File: config.mk
export PLATFORM = sky130hd
export DESIGN_NAME = entropy_feeder
export DESIGN_NICKNAME = d
export VERILOG_FILES = /design/src/rtl/entropy_feeder.sv
export SDC_FILE = /design/constraint.sdc
export NUM_CORES = 1
export LEC_CHECK = 0
export ABC_AREA = 1
export CAP_MARGIN = 20
export CORE_MARGIN = 2
export CORE_UTILIZATION = 55
export CTS_BUF_LIST = sky130_fd_sc_hd__clkbuf_2
export DETAILED_ROUTE_END_ITERATION = 6
export GPL_ROUTABILITY_DRIVEN = 1
export PLACE_DENSITY = 0.76
export SLEW_MARGIN = 20
export SYNTH_ARGS = -nofsm -noshare
export SYNTH_HDL_FRONTEND = slang
export SYNTH_SLANG_ARGS = --single-unit
File: constraint.sdc
create_clock -name clk -period 4.7 [get_ports clk]
set_input_delay 1.41 -clock clk [delete_from_list [all_inputs] [get_ports clk]]
set_output_delay 1.41 -clock clk [all_outputs]
set_load 0.02 [all_outputs]
File: src/rtl/entropy_feeder.sv
// Von Neumann-whitened entropy pool feeding the 1-bit entropy input of prng_wrap.
// Optional raw-bit bypass of the extractor via `define ENTROPY_FEEDER_BYPASS_EN.
module entropy_feeder #(
    parameter int unsigned SOURCES       = 4,
    parameter int unsigned POOL_BITS     = 16,
    parameter int unsigned INJECT_PERIOD = 8
) (
    input  logic                               clk,
    input  logic                               rst_n,
    input  logic [SOURCES-1:0]                 noise,
    input  logic                               noise_valid,
`ifdef ENTROPY_FEEDER_BYPASS_EN
    input  logic                               bypass_debias,
`endif
    input  logic                               overflow_clr,
    output logic                               entropy,
    output logic [$clog2(POOL_BITS+1)-1:0]     pool_level,
    output logic                               pool_full,
    output logic                               overflow,
    output logic                               starved
);

    localparam int unsigned LVL_W = $clog2(POOL_BITS + 1);
    localparam int unsigned PTR_W = $clog2(POOL_BITS);
    localparam int unsigned CNT_W = $clog2(INJECT_PERIOD);

    typedef enum logic {
        S_IDLE = 1'b0,
        S_HALF = 1'b1
    } ext_state_t;

    ext_state_t         state, state_nxt;
    logic               b0, b0_nxt;
    logic               raw_c;
    logic               bypass_c;
    logic               push_c;
    logic               push_bit_c;

    logic [POOL_BITS-1:0] mem;
    logic [PTR_W-1:0]     wr_ptr, rd_ptr;
    logic [LVL_W-1:0]     level_nxt;
    logic [CNT_W-1:0]     slot_cnt;
    logic                 tick_c, pop_c, full_c, wr_en_c, drop_c;

`ifdef ENTROPY_FEEDER_BYPASS_EN
    assign bypass_c = bypass_debias;
`else
    assign bypass_c = 1'b0;
`endif

    assign raw_c = ^noise;

    // Extractor state register
    always_ff @(posedge clk or negedge rst_n) begin
        if (!rst_n) begin
            state <= S_IDLE;
            b0    <= 1'b0;
        end else begin
            state <= state_nxt;
            b0    <= b0_nxt;
        end
    end

    // Extractor next state: pairs of unequal raw bits emit their first bit
    always_comb begin
        state_nxt  = state;
        b0_nxt     = b0;
        push_c     = 1'b0;
        push_bit_c = b0;
        if (noise_valid) begin
            if (bypass_c) begin
                state_nxt  = S_IDLE;
                push_c     = 1'b1;
                push_bit_c = raw_c;
            end else begin
                case (state)
                    S_IDLE: begin
                        state_nxt = S_HALF;
                        b0_nxt    = raw_c;
                    end
                    S_HALF: begin
                        state_nxt = S_IDLE;
                        push_c    = (b0 != raw_c);
                    end
                    default: state_nxt = S_IDLE;
                endcase
            end
        end
    end

    assign tick_c  = (slot_cnt == CNT_W'(INJECT_PERIOD - 1));
    assign pop_c   = tick_c && (pool_level != '0);
    assign full_c  = (pool_level == LVL_W'(POOL_BITS));
    // A pop frees the slot in the same cycle, so a push into a full pool survives
    assign wr_en_c = push_c && (!full_c || pop_c);
    assign drop_c  = push_c && full_c && !pop_c;

    always_comb begin
        level_nxt = pool_level;
        if (wr_en_c && !pop_c) begin
            level_nxt = pool_level + LVL_W'(1);
        end else if (pop_c && !wr_en_c) begin
            level_nxt = pool_level - LVL_W'(1);
        end
    end

    // Pool storage, pointers and injection
    always_ff @(posedge clk or negedge rst_n) begin
        if (!rst_n) begin
            mem        <= '0;
            wr_ptr     <= '0;
            rd_ptr     <= '0;
            pool_level <= '0;
            pool_full  <= 1'b0;
            entropy    <= 1'b0;
            slot_cnt   <= '0;
        end else begin
            if (wr_en_c) begin
                mem[wr_ptr] <= push_bit_c;
                wr_ptr      <= wr_ptr + PTR_W'(1);
            end
            if (pop_c) begin
                rd_ptr <= rd_ptr + PTR_W'(1);
            end
            entropy    <= pop_c ? mem[rd_ptr] : 1'b0;
            pool_level <= level_nxt;
            pool_full  <= (level_nxt == LVL_W'(POOL_BITS));
            slot_cnt   <= tick_c ? '0 : slot_cnt + CNT_W'(1);
        end
    end

    // Sticky flags: a same-cycle set beats the clear
    always_ff @(posedge clk or negedge rst_n) begin
        if (!rst_n) begin
            overflow <= 1'b0;
            starved  <= 1'b0;
        end else begin
            if (drop_c) begin
                overflow <= 1'b1;
            end else if (overflow_clr) begin
                overflow <= 1'b0;
            end
            if (tick_c && (pool_level == '0)) begin
                starved <= 1'b1;
            end else if (overflow_clr) begin
                starved <= 1'b0;
            end
        end
    end

endmodule
==> impl_metrics.py <==
metrics = {
    "global_routing": {
        "grt.overflow.total": 0,
        "use_met3_pct": 4.28,
        "use_met2_pct": 31.6,
        "grt_pass1_wl_um": 6580,
        "grt_pass1_vias": 1558,
        "busiest_layer": "met2",
        "grt_use_met1_pct": 26.6,
        "grt_max_degree": 39,
        "grt_usage_pct": 20.0,
        "antenna_found_initial": 0,
    },
    "setup_path": {
        "cp_max_fo": 9,
        "ff2ff_setup_slack_ns": 2.84,
        "path_buf_inv": 1,
        "ff2ff_path_depth": 10,
        "start_kind": "flip-flop",
        "worst_path_dominant_cell_family": "buffers and inverters",
        "slowest_delay_ns": 0.67,
        "path_cells": "clkdlybuf4s50_1",
        "arrival_ns": 1.66,
        "reg2reg_from": "pool_level[0]$_DFF_PN0_",
        "endpoint_kind": "primary output",
        "cp.required_ns": 3.29,
        "critPathSlowestCell": "clkdlybuf4s50_1",
        "crit_type": "flip-flop to primary output",
        "r2r-end": "mem[14]$_DFFE_PN0P_",
    },
    "sta": {
        "period_needed_ns": 3.07,
        "drv_slew": 0,
        "timing.slew.headroom_pct": 43.7,
        "min_period_over_period_pct": 65.3,
        "rsz0062_at_grt": "no",
        "worstMarginPinSlew_ns": 0.844,
        "fin_skew_ns": 0.0161,
        "fin_setup_tns_ns": 0,
        "clock.fmax_mhz": 326,
        "fin_ws_ns": 1.63,
        "hold_viol": 0,
        "setup_viol": 0,
    },
    "worst_hold_path": {
        "holdCritStartpoint": "slot_cnt[0]$_DFF_PN0_",
        "hold_depth": 1,
        "min_to": "slot_cnt[0]$_DFF_PN0_",
        "hold_path_class": "flip-flop to flip-flop",
    },
    "synthesis": {
        "ys.flop_type": "dfrtp_1",
        "synth_edf_count": 0,
        "synth_cell_types": 26,
        "syn_nets": 269,
        "avgSynthCellArea_um2": 8.30,
        "ys_async_sr_fraction_pct": 100,
        "synth_cells": 252,
        "ys_ff_latch": 38,
        "ys_warn_count": 0,
        "netlist_area_um2": 2090,
        "seq_area_frac_synth_pct": 45.5,
    },
    "clocking": {
        "cts_tree": "done",
        "post_cts_resize_count": 0,
        "post_cts_buffers": 0,
        "cts_hold_buf": 0,
        "clk_latency_ns": 0.39,
        "cts_made_buffers": 5,
        "clockBufferDepth": 2,
        "htreeDepth": 2,
        "clkTransAtPathRegs_ns": 0.19,
        "cts.sinks": 38,
        "cts-root-buf": "clkbuf_2",
    },
    "final_layout": {
        "multi_input_area_um2": 1010,
        "n_fill_cell": 316,
        "area_growth_pct": 12.6,
        "n_antenna_cell": 0,
        "seqCellArea_um2": 951,
        "final_cells": 320,
        "fin_nets": 288,
        "drive_gt1_share_pct": 10.7,
    },
    "die": {
        "fp.coreArea_um2": 3660,
        "rows": 22,
        "die-area_um2": 4310,
        "io_pins": 17,
        "initial_utilization_pct": 57.1,
        "die_h_um": 65.7,
        "die_w_um": 65.7,
    },
    "place": {
        "post-place-ws_ns": 1.60,
        "placed_cells": 312,
        "hpwl_um": 2690,
        "io_buffers": 16,
        "routabilityCongestion": 0.824,
    },
    "power_and_ir_drop": {
        "power_mw": 1.31,
        "p_per_area_nw_per_um2": 557,
        "power.leakage_nw": 1.15,
        "vdd_ir_drop_max_v": 0.000318,
    },
    "run": {
        "cap_violations": 0,
    },
    "routing": {
        "vias": 1609,
        "finalWirelength_um": 3630,
        "drt-initial-drc-count": 203,
        "ant_nets": 0,
        "drc": 0,
        "via_per_inst": 5.03,
        "first_pass_iters": 4,
        "wl_per_cell_um": 11.4,
    },
    "outcome": {
        "status": "finished, final reports clean",
    },
}
==> flip-flops by register name, summed over array words and instances (netlist names) <==
register and count:
pool_full 1, b0 1, entropy 1, pool_level 5
starved 1, slot_cnt 3, rd_ptr 4, overflow 1
wr_ptr 4, mem 16, state 1
==> power by group <==
part           switching (mW)  internal (mW)
Sequential              0.126          0.446
Combinational           0.317          0.217
Clock                   0.110         0.0948
==> cells in the final DEF (no fill, tap or decap), drive strengths merged, types with 4 or more instances in the layout <==
cell type,netlist,layout
clkbuf,2,7
a21oi,4,4
dfrtp,38,38
xor2,10,10
nor2,23,23
nand2,82,82
o21ai,21,21
inv,31,31
ha,9,9
nand3,19,19
clkdlybuf4s50,0,15
==> worst max path at each step <==
stage	slack, ns	to	cells past startpoint	startpoint
after floorplan	2.26	mem[7]$_DFFE_PN0P_	11	noise[1]
after global placement	1.62	mem[7]$_DFFE_PN0P_	12	noise[1]
after detailed placement	1.60	mem[7]$_DFFE_PN0P_	12	noise[3]
after CTS	1.62	pool_level[2]	1	pool_level[2]$_DFF_PN0_
after global routing	1.55	pool_level[2]	1	pool_level[2]$_DFF_PN0_
final	1.63	pool_level[2]	1	pool_level[2]$_DFF_PN0_
==> per-layer routing <==
metal | part of all wire (%) | routed length, um | vias up
li1 | - | - | 837
met1 | 50 | 1800 | 733
met2 | 45 | 1650 | 31
met3 | 2.9 | 105 | 8
met4 | 2.1 | 78 | 0
met5 | 0 | 0 | -
==> layout make-up <==
class | instances | area share [%]
Clock buffer | 7 | 1.49
Sequential cell | 38 | 40.4
Tap cell | 48 | 2.55
Multi-Input combinational cell | 179 | 42.8
Clock inverter | 1 | 1.28
Inverter | 31 | 4.94
Timing Repair Buffer | 16 | 6.59
==> per-stage QoR <==
| stage | hold slack [ns] | area, um^2 | util [%] |
|---|---|---|---|
| after CTS | 0.440 | 2350 | 64.3 |
| final | 0.435 | 2350 | 64.3 |
| after global routing | 0.449 | 2350 | 64.3 |
| after floorplan | 0.403 | 2090 | - |
| after global placement | 0.417 | 2290 | 62.5 |
| after detailed placement | 0.417 | 2290 | 62.5 |
==> cell families after synthesis <==
kind of cell | share of synthesized area [%]
fa+ha+maj | 5.38
flops | 45.5
compound gates | 7.96
mux | 0.957
simple gates | 29.2
xor+xnor | 4.61
buf+inv | 6.40
==> cell usage after synthesis (2+ instances only) <==
master	count	area (um^2)
a21oi_1	4	20.0
buf_2	2	10.0
clkbuf_1	2	7.51
dfrtp_1	38	951
ha_1	9	113
inv_1	27	101
inv_2	4	15.0
mux2i_1	2	20.0
nand2_1	75	282
nand2_2	5	31.3
nand2_4	2	22.5
nand3_1	16	80.1
nand3_2	2	20.0
nor2_1	18	67.6
nor2_4	5	56.3
o21ai_0	5	25.0
o21ai_1	16	80.1
o221ai_1	2	17.5
o32ai_1	2	17.5
xor2_1	10	87.6
Note: power is estimated with default switching activity, not from simulation.
